--- src/rtl/sev_seg_scan.sv ---
// Scan driver for an N-digit common-anode 7-segment display.
// Double-buffered digit codes commit at frame boundaries; optional leading-zero blanking.
module sev_seg_scan #(
    parameter int N_DIGITS    = 4,
    parameter int REFRESH_DIV = 100000
) (
    input  logic                  clk,
    input  logic                  rst,
    input  logic                  load,
    input  logic [4*N_DIGITS-1:0] digits_in,
    input  logic                  blank_lz,
    output logic                  pending,
    output logic [N_DIGITS-1:0]   an_out,
    output logic [3:0]            num_out
);

    localparam int CNT_W = $clog2(REFRESH_DIV);
    localparam int IDX_W = $clog2(N_DIGITS);
    localparam int DW    = 4 * N_DIGITS;

    logic [CNT_W-1:0]    cnt_q, cnt_d;
    logic [IDX_W-1:0]    idx_q, idx_d;
    logic [DW-1:0]       disp_q, disp_d;
    logic [DW-1:0]       pend_q, pend_d;
    logic                pend_valid_q, pend_valid_d;
    logic [N_DIGITS-1:0] an_q, an_d;
    logic [3:0]          num_q, num_d;

    logic                tick;
    logic                boundary;
    logic                zero_run;
    logic [N_DIGITS-1:0] blank;

    always_comb begin
        tick     = (cnt_q == CNT_W'(REFRESH_DIV - 1));
        boundary = tick && (idx_q == IDX_W'(N_DIGITS - 1));
        cnt_d    = tick ? '0 : cnt_q + 1'b1;
        idx_d    = idx_q;
        if (tick) begin
            idx_d = (idx_q == IDX_W'(N_DIGITS - 1)) ? '0 : idx_q + 1'b1;
        end
    end

    always_comb begin
        disp_d       = disp_q;
        pend_d       = pend_q;
        pend_valid_d = pend_valid_q;
        if (boundary && load) begin
            disp_d       = digits_in;
            pend_valid_d = 1'b0;
        end else if (boundary && pend_valid_q) begin
            disp_d       = pend_q;
            pend_valid_d = 1'b0;
        end else if (load) begin
            pend_d       = digits_in;
            pend_valid_d = 1'b1;
        end
    end

    // A digit blanks only if it and every digit to its left are zero.
    always_comb begin
        blank    = '0;
        zero_run = 1'b1;
        for (int i = N_DIGITS - 1; i >= 0; i--) begin
            zero_run = zero_run && (disp_q[4*i +: 4] == 4'h0);
            blank[i] = blank_lz && (i != 0) && zero_run;
        end
    end

    always_comb begin
        an_d  = ~(N_DIGITS'(1) << idx_q);
        num_d = blank[idx_q] ? 4'hF : disp_q[{idx_q, 2'b00} +: 4];
    end

    always_ff @(posedge clk) begin
        if (rst) begin
            cnt_q        <= '0;
            idx_q        <= '0;
            disp_q       <= '1;
            pend_q       <= '0;
            pend_valid_q <= 1'b0;
            an_q         <= '1;
            num_q        <= 4'hF;
        end else begin
            cnt_q        <= cnt_d;
            idx_q        <= idx_d;
            disp_q       <= disp_d;
            pend_q       <= pend_d;
            pend_valid_q <= pend_valid_d;
            an_q         <= an_d;
            num_q        <= num_d;
        end
    end

    assign pending = pend_valid_q;
    assign an_out  = an_q;
    assign num_out = num_q;

endmodule

--- config.mk ---
export PLATFORM = sky130hd
export DESIGN_NAME = sev_seg_scan
export DESIGN_NICKNAME = d
export VERILOG_FILES = /design/src/rtl/sev_seg_scan.sv
export SDC_FILE = /design/constraint.sdc
export NUM_CORES = 1
export LEC_CHECK = 0
export BUFFER_PORTS_ARGS = -buffer_cell sky130_fd_sc_hd__clkbuf_2
export CAP_MARGIN = 20
export CORE_UTILIZATION = 25
export DETAILED_ROUTE_END_ITERATION = 8
export GPL_TIMING_DRIVEN = 0
export SYNTH_ARGS = -nofsm -noshare
export SYNTH_HDL_FRONTEND = slang
export SYNTH_SLANG_ARGS = --single-unit
--- constraint.sdc ---
create_clock -name clk -period 4.79 [get_ports clk]
set_clock_uncertainty 0.15 [all_clocks]
set_input_delay 0.2395 -clock clk [delete_from_list [all_inputs] [get_ports clk]]
set_output_delay 0.2395 -clock clk [all_outputs]
set_load 0.1 [all_outputs]
==> results.toml, run 1 <==
[sta]
period_minus_slack_ps = 2580
tns_ps = 0
grt_setup_unrepaired = "false"
max_freq_mhz = 387
period_share_pct = 53.9
finalHoldViolations = 0
maxSlewViolCount = 0
maxSlewHeadroom_pct = 54.2
worst_slew_pin_slew_ps = 682
setup_viol = 0

[setup_path]
r2r_end = "disp_q[6]$_SDFFE_PP1P_"
path_cells = "buf_2, or4b_4, nor4_4, nand3b_4, buf_6, a221o_1"
critPathMaxStageDelay_ps = 600
worstSetupEndpoint = "disp_q[6]$_SDFFE_PP1P_"
worstPathArrival_ps = 2650
r2r_slack_ps = 2210
worstSetupStartpointType = "flop"
cpLargestDelayFamily = "simple AND/OR/NAND/NOR gates"
reg2regPathDepth = 6
path_buf_inv = 2
required_ps = 4850
path_class = "flop to flop"
startpoint = "cnt_q[5]$_SDFF_PP0_"
cp_max_fo = 10
cp-end-kind = "flop"
cp_slowest_cell = "nor4_4"
timing.rr.start = "cnt_q[5]$_SDFF_PP0_"
worstSetupPathDepth = 6

[route]
first_pass_iters = 4
wirelength_um = 8130
drt_iter0_drc = 272
drc_errors = 0
ant_nets = 0
via_per_inst = 5.31
post_drt_wl_per_cell_um = 15.9
vias = 2715

[yosys]
syn_inst = 324
seq_area_frac_synth_pct = 40.8
ys_types = 38
ys_seq_elements = 60
ys_warn_count = 0
syn-num-nets = 349
avgSynthCellArea_um2 = 9.09
netlist_area_um2 = 2950

[cells_and_area]
stdcell_count = 511
fin_nets = 388
drive_gt1_share_pct = 15.8
post-route-util_pct = 31.1
num_antenna_cells = 0
layout_common_cells = "dfxtp_1, nand2_1, clkbuf_2, nor2_1, clkbuf_1"
final_common_cell = "dfxtp_1"
area_growth_pct = 21.1

[floorplanning]
dieWidth_um = 111
dieArea_um2 = 12200
design.core.area_um2 = 11500
rows = 39
die_y_um = 111
ios = 29
initial_core_util_pct = 25.7

[pwr]
p_total_uw = 1270
ir_drop_mv = 0.177
p_leak_uw = 0.00121
power-per-cell-area_nw_per_um2 = 355

[global_routing]
overflow = 0
grt.total_usage_pct = 13.5
antenna_found_initial = 0
grt_start_max_net_pins = 12
grt_pass1_vias = 2565
grt_pass1_wl_um = 13000

[clock_network]
clock-sinks = 60
post-cts-setup-buffers = 0
cts.repair.resized = 0
clockBufferDepth = 2
holdBufCountCts = 0
cts_buffers = 9
cts_tree = "built"
path_clk_slew_ps = 50
htree_num_levels = 3
clk_latency_ps = 330
cts_root_buf = "clkbuf_16"

[place]
dpl.hpwl_um = 5700
gp_congestion = 0.845
port_buffers = 28
place_inst = 495

[min_path]
hold_class = "input pin to flop"

[run_status]
run_status = "finished clean"

[flow_run]
cap_violations = 0
per-layer routing:
layer | vias up | share of wire (%) | GRT usage, %
li1 | 1314 | - | -
met5 | - | 0 | 0
met2 | 85 | 46 | 20.5
met3 | 20 | 5.9 | 3.57
met1 | 1296 | 45 | 16.9
met4 | 0 | 3.2 | 8.53
worst min-delay path by stage:
stage | startpoint | to | slack (ps) | cells after the start
final | digits_in[8] | pend_q[8]$_SDFFE_PP0P_ | 30 | 3
after global routing | digits_in[8] | pend_q[8]$_SDFFE_PP0P_ | 20 | 3
after CTS | digits_in[8] | pend_q[8]$_SDFFE_PP0P_ | 10 | 3
after detailed placement | cnt_q[0]$_SDFF_PP0_ | cnt_q[0]$_SDFF_PP0_ | 300 | 1
after global placement | cnt_q[0]$_SDFF_PP0_ | cnt_q[0]$_SDFF_PP0_ | 290 | 1
after floorplan | digits_in[10] | pend_q[10]$_SDFFE_PP0P_ | 240 | 2
registers in the layout (all words and copies together) (netlist names):
name	cells
cnt_q	17
disp_q	16
an_out	4
num_out	4
idx_q	2
pend_q	16
pending	1
power breakdown:
group | switching [µW] | internal, µW
Clock | 231 | 415
Sequential | 11.1 | 516
Combinational | 60.3 | 32.5
Total | 302 | 963
cells by family after synthesis:
logic type      synth area share (%)
compound gates                  17.2
mux                             3.74
xor+xnor                        4.16
simple gates                    27.4
buf+inv                         4.63
fa+ha+maj                       2.12
flops                           40.8
cell type report:
cell class / count / area, µm²
Clock inverter: 6 / 63.8
Multi-Input combinational cell: 231 / 1610
Sequential cell: 60 / 1200
Buffer: 30 / 125
Inverter: 3 / 11.3
Fill cell: 1168 / 7900
Timing Repair Buffer: 28 / 140
Tap cell: 143 / 179
Clock buffer: 10 / 239
through the flow:
step / setup slack, ps / instance area, µm² / hold WS [ps]
2_1_floorplan: 2540 / 2950 / 244
3_3_place_gp: 2280 / 3270 / 294
3_5_place_dp: 2240 / 3270 / 303
4_1_cts: 2200 / 3570 / 13.9
5_1_grt: 2090 / 3570 / 23.3
6_report: 2210 / 3570 / 28.2
synthesized netlist by cell type:
cell,n,area (µm²)
nand4b_1,17,149
nor4b_1,1,8.76
o21ai_0,16,80.1
nor4_4,1,21.3
or3b_2,1,8.76
inv_1,3,11.3
nor3_1,5,25.0
clkbuf_1,23,86.3
or4b_4,1,13.8
buf_2,3,15.0
nor2_1,27,101
mux2i_1,2,20.0
and4_1,4,35.0
a31oi_1,16,100
buf_6,1,11.3
or2_2,1,6.26
nand2b_1,4,25.0
nand4_1,5,31.3
a21oi_1,2,10.0
or4_1,3,22.5
o311ai_0,16,140
dfxtp_1,60,1200
nand3b_4,1,20.0
nor4bb_1,1,10.0
nor3b_1,16,120
a221o_1,16,160
nand2_1,40,150
xnor2_1,8,70.1
mux4_2,4,90.1
buf_1,2,7.51
o41ai_1,1,8.76
nor4_1,3,18.8
nand3_1,6,30.0
xor2_1,6,52.6
clkbuf_2,1,5.00
o211ai_1,1,7.51
or4b_1,1,10.0
ha_1,5,62.6
tightest hold or removal path, delay by kind of cell:
family,cells,cell delay (ps)
AO/OA/AOI/OAI,2,140
buffers and inverters,1,90
Power figures use the tool's default switching activity.
==> run 2, diff against run 1 <==
==> constraint.sdc (replaced) <==
create_clock -name clk -period 2.42 [get_ports clk]
set_clock_uncertainty 0.15 [all_clocks]
set_input_delay 0.121 -clock clk [delete_from_list [all_inputs] [get_ports clk]]
set_output_delay 0.121 -clock clk [all_outputs]
set_load 0.1 [all_outputs]
==> run 2 against run 1 <==
Against the previous run:
- die area stayed put
- largest cell class unchanged
- sequential cell count stayed put
- clock-buffer cell count is the same
==> results.toml, run 2 (same netlist as run 1, synthesis figures left out) <==
[run_status]
run_status = "finished clean"

[cells_and_area]
drive_gt1_share_pct = 16.2
reg.largest.list = "cnt_q: 17 flops, disp_q: 16 flops, pend_q: 16 flops"
final_common_cell = "dfxtp_1"
fin_nets = 408
fillers = 1158
top_register = "cnt_q"
multiInputGateArea_um2 = 1610
num_antenna_cells = 0
largest_register_ffs = 17
layout_common_cells = "dfxtp_1, nand2_1, clkbuf_2, nor2_1, clkbuf_1"
fin_area_um2 = 3770
seqCellArea_um2 = 1200
area_growth_pct = 27.9
post-route-util_pct = 32.9

[sta]
maxSlewHeadroom_pct = 63.3
tns_ps = 0
setup_viol = 0
maxSlewViolCount = 0
worst_slew_pin_slew_ps = 553
whs_ps = 199
max_freq_mhz = 436
period_minus_slack_ps = 2300
grt_setup_unrepaired = "false"
finalHoldViolations = 0
period_share_pct = 94.8

[setup_path]
path_class = "flop to flop"
worstSetupStartpointType = "flop"
required_ps = 2450
worstPathArrival_ps = 2320
cp-end-kind = "flop"
cp_max_fo = 10
critPathMaxStageDelay_ps = 400
cp_slowest_cell = "clkbuf_1"
path_cells = "ha_1, nand4_1, nor4_4, buf_4, clkbuf_1, o311ai_0"

[clock_network]
clockBufferDepth = 2
cts_tree = "built"
cts_root_buf = "clkbuf_16"
clock-sinks = 60
path_clk_slew_ps = 50
cts_buffers = 9
htree_num_levels = 3
clk_latency_ps = 330

[route]
via_per_inst = 5.24
wirelength_um = 8310
drc_errors = 0
drt_iter0_drc = 250
first_pass_iters = 5
ant_nets = 0
post_drt_wl_per_cell_um = 15.6
vias = 2784

[place]
port_buffers = 28
dpl_cell_area_um2 = 3270
gp_congestion = 0.845
dpl.hpwl_um = 5700

[min_path]
hold_class = "input pin to flop"

[floorplanning]
die_y_um = 111
initial_core_util_pct = 25.7
dieWidth_um = 111
ios = 29
dieArea_um2 = 12200
rows = 39
design.core.area_um2 = 11500

[pwr]
p_total_uw = 2530
ir_drop_mv = 0.350
p_leak_uw = 0.00131
power-per-cell-area_nw_per_um2 = 672

[global_routing]
antenna_found_initial = 0
grt.total_usage_pct = 13.7
grt_start_max_net_pins = 12
overflow = 0
grt_pass1_wl_um = 13400
grt_pass1_vias = 2667

[flow_run]
cap_violations = 0
run 2: cell count changes in the layout (fill, tap and decap cells not counted):
cell,before,now
dlygate4sd3_1,0,18
clkbuf_1,23,20
clkbuf_2,29,32
buf_4,0,2
run 2: what timing repair did:
item                                    4_1_cts  5_1_grt
buffers inserted                              2        0
endpoints found under the hold margin        21        0
gates resized for setup                       0        6
hold buffers                                 18        0
pin swaps                                     1        0
endpoints found under the setup margin       41       19
run 2: final timing paths:
path	startpoint	end	slack, ps	cells after the start
min reg2reg	cnt_q[0]$_SDFF_PP0_	cnt_q[0]$_SDFF_PP0_	310	1
max reg2reg	cnt_q[0]$_SDFF_PP0_	pend_q[15]$_SDFFE_PP0P_	120	6
max	cnt_q[0]$_SDFF_PP0_	pend_q[15]$_SDFFE_PP0P_	120	6
min	rst	cnt_q[5]$_SDFF_PP0_	200	4
run 2: critical path: cells and delay by family (launching register included):
kind | cells | cell delay (ps)
buf+inv | 2 | 620
simple gates | 2 | 550
flops | 1 | 370
fa+ha+maj | 1 | 250
compound gates | 1 | 210
run 2: power by group:
group	internal (µW)	leakage (µW)	switching (µW)
combinational	83.1	0.000672	125
clock	821	0.000144	460
sequential	1020	0.000490	21.9
total	1930	0.00131	607
run 2: final cells by class:
cell class / instances / area share (%)
clock inverters: 6 / 1.69
plain buffers: 30 / 3.42
inverters: 3 / 0.299
repair buffers: 48 / 8.90
flip-flops and latches: 60 / 31.9
well taps: 143 / 4.75
multi-input cells: 231 / 42.7
clock buffers: 10 / 6.34
run 2: routing by layer:
| metal | global-route usage, % | up-vias | share of wire [%] |
|---|---|---|---|
| li1 | - | 1351 | - |
| met1 | 17.4 | 1313 | 46 |
| met2 | 21.1 | 97 | 46 |
| met3 | 3.13 | 23 | 4.9 |
| met4 | 8.53 | 0 | 3.2 |
| met5 | 0 | - | 0 |
run 2: stage by stage:
step	setup WS [ps]	instances
after floorplan	175	324
after global placement	-88.0	495
after detailed placement	-132	495
after CTS	86.4	531
after global routing	29.9	531
final	125	531
==> run 3, diff against run 2 <==
--- a/config.mk
+++ b/config.mk
@@ -5,10 +5,12 @@
 export SDC_FILE = /design/constraint.sdc
 export NUM_CORES = 1
 export LEC_CHECK = 0
+export ABC_AREA = 1
 export BUFFER_PORTS_ARGS = -buffer_cell sky130_fd_sc_hd__clkbuf_2
 export CAP_MARGIN = 20
 export CORE_UTILIZATION = 25
 export DETAILED_ROUTE_END_ITERATION = 8
+export GPL_ROUTABILITY_DRIVEN = 0
 export GPL_TIMING_DRIVEN = 0
 export SYNTH_ARGS = -nofsm -noshare
 export SYNTH_HDL_FRONTEND = slang
==> run 3 against run 2 <==
Against the previous run:
- synthesized cell count increased by 26%
- worst hold slack worse by 190 ps
- critical path depth rose by 3
- non-clock buffer count down 20
- clock-buffer cell count is 5 higher
- largest power group unchanged
- highest routed layer unchanged
==> results.toml, run 3 <==
[run_status]
run_status = "finished clean"

[yosys]
ys_seq_elements = 60
synth_common_cells = "nand2_1, nor2_1, dfxtp_1, a21oi_1, inv_1"
synth-async-reset-ratio_pct = 0
syn_inst = 408
synth-main-ff-cell = "dfxtp_1"
syn-num-nets = 433
synth.area.top_cells = "dfxtp_1, nand2_1, nor2_1"
ys_warn_count = 0
yosysTopAreaCell = "dfxtp_1"
synth.most_common_cell = "nand2_1"
synth-edff-count = 0
ys_types = 31
avgSynthCellArea_um2 = 7.07
netlist_area_um2 = 2880
seq_area_frac_synth_pct = 41.6
yosys.area.top_type_share_pct = 41.6

[sta]
period_share_pct = 72.6
grt_setup_unrepaired = "false"
worst_slew_pin_slew_ps = 541
whs_ps = 10.2
period_minus_slack_ps = 1760
worst_slack_ps = 664
maxSlewHeadroom_pct = 64.1
finalHoldViolations = 0
setup_viol = 0
maxSlewViolCount = 0
max_freq_mhz = 569
tns_ps = 0

[global_routing]
overflow = 0
grt_start_max_net_pins = 12
antenna_found_initial = 0
grt.total_usage_pct = 12.5
grt_pass1_vias = 2493
grt_pass1_wl_um = 11300

[setup_path]
worstSetupEndpoint = "cnt_q[8]$_SDFF_PP0_"
worstSetupPathDepth = 9
startpoint = "cnt_q[0]$_SDFF_PP0_"
worstSetupStartpointType = "flop"
r2r_slack_ps = 660
path_cells = "ha_1, nand2_1, inv_2, nand2_4, nor2_8, nand2_2, nand2_2, buf_4, nor2_1"
path_class = "flop to flop"
cp_slowest_cell = "dfxtp_1"
r2r_end = "cnt_q[8]$_SDFF_PP0_"
critPathMaxStageDelay_ps = 350
timing.rr.start = "cnt_q[0]$_SDFF_PP0_"
critPathMostFrequentCell = "nand2_2"
path_buf_inv = 2
worstPathArrival_ps = 1820
reg2regPathDepth = 9
cp_max_fo = 10
cp-end-kind = "flop"
required_ps = 2490
cpLargestDelayFamily = "simple AND/OR/NAND/NOR gates"

[cells_and_area]
multiInputGateArea_um2 = 1430
largest_register_ffs = 17
seqCellArea_um2 = 1200
layout_common_cells = "nand2_1, nor2_1, dfxtp_1, a21oi_1, inv_1"
post-route-util_pct = 32.9
reg.largest.list = "cnt_q: 17 flops, disp_q: 16 flops, pend_q: 16 flops"
fillers = 1168
area_growth_pct = 25.8
num_antenna_cells = 0
final_common_cell = "nand2_1"
top_register = "cnt_q"
fin_nets = 486
drive_gt1_share_pct = 14.2

[floorplanning]
dieWidth_um = 109
die_y_um = 109
ios = 29
rows = 38
design.core.area_um2 = 11000
initial_core_util_pct = 26.1
dieArea_um2 = 12000

[clock_network]
cts.repair.resized = 0
clock-sinks = 60
cts_buffers = 9
cts_root_buf = "clkbuf_16"
post-cts-setup-buffers = 0
holdBufCountCts = 15
htree_num_levels = 3
clk_latency_ps = 330
clockBufferDepth = 2
path_clk_slew_ps = 50
cts_tree = "built"

[pwr]
power-per-cell-area_nw_per_um2 = 654
p_leak_uw = 0.00159
ir_drop_mv = 0.288

[route]
wirelength_um = 6710
via_per_inst = 4.39
post_drt_wl_per_cell_um = 11.1
drc_errors = 0
drt_iter0_drc = 239
ant_nets = 0
vias = 2662
first_pass_iters = 4

[min_path]
min_path_cells = 4
hold_class = "input pin to flop"

[flow_run]
cap_violations = 0

[place]
dpl.hpwl_um = 4890
preCtsSetupSlack_ps = 661
port_buffers = 27
## run 3: cell count changes in the layout (fill, tap and decap cells not counted), sizes merged, moves of 6 or more
cell	before	now
a21oi	2	40
a221o	16	0
a31oi	16	0
clkbuf	62	47
inv	3	37
nand2	40	105
nand3b	1	9
nand4b	17	0
nor2	27	89
nor3b	16	0
o311ai	16	0
xnor2	8	2
## run 3: worst min-delay path by stage
stage,endpoint,startpoint,slack [ps]
floorplan,pending$_SDFFE_PP0P_,load,110
global placement,cnt_q[0]$_SDFF_PP0_,cnt_q[0]$_SDFF_PP0_,280
detailed placement,cnt_q[0]$_SDFF_PP0_,cnt_q[0]$_SDFF_PP0_,290
CTS,pend_q[2]$_SDFFE_PP0P_,digits_in[2],2
global route,pend_q[7]$_SDFFE_PP0P_,digits_in[7],30
finish,pend_q[2]$_SDFFE_PP0P_,digits_in[2],10
## run 3: cell families after synthesis
family / after synthesis / synth area share [%]
AOI/OAI and AO/OA: 58 / 10.4
xor gates and xnor gates: 7 / 2.13
adders and majority gates: 5 / 2.17
buffers and inverters: 54 / 8.63
DFF: 60 / 41.6
and+or+nand+nor: 224 / 35.1
## run 3: area by class of cell
type	count	share of cell area [%]
clock inverter	1	0.138
clock buffer	15	7.66
inverter	38	3.93
sequential	60	33.1
multi-input combinational	294	39.5
tap	140	4.83
timing repair buffer	42	7.86
buffer	16	2.93
## run 3: where the power goes
part,switching [µW],internal (µW)
Combinational,90.7,62.6
Clock,416,774
Sequential,12.8,1020
## run 3: metrics by stage
step	cell area [µm²]	std cells	power [µW]
after floorplan	2880	408	1140
after global placement	3190	575	1180
after detailed placement	3190	575	1180
after CTS	3630	606	2400
after global routing	3630	606	2470
final	3630	606	2370
## run 3: metal layers
metal	up-vias	share of wire [%]	GRT usage, %
met5	-	0	0
met4	0	4.0	10.0
met1	1168	48	15.5
li1	1400	-	-
met2	74	44	19.4
met3	20	3.8	1.90
## run 3: worst register-to-register path: stages, from the launching register on
cell and delay, ps:
dfxtp_1 350, ha_1 180, nand2_1 60, inv_2 80
nand2_4 80, nor2_8 170, nand2_2 110, nand2_2 180
buf_4 210, nor2_1 70
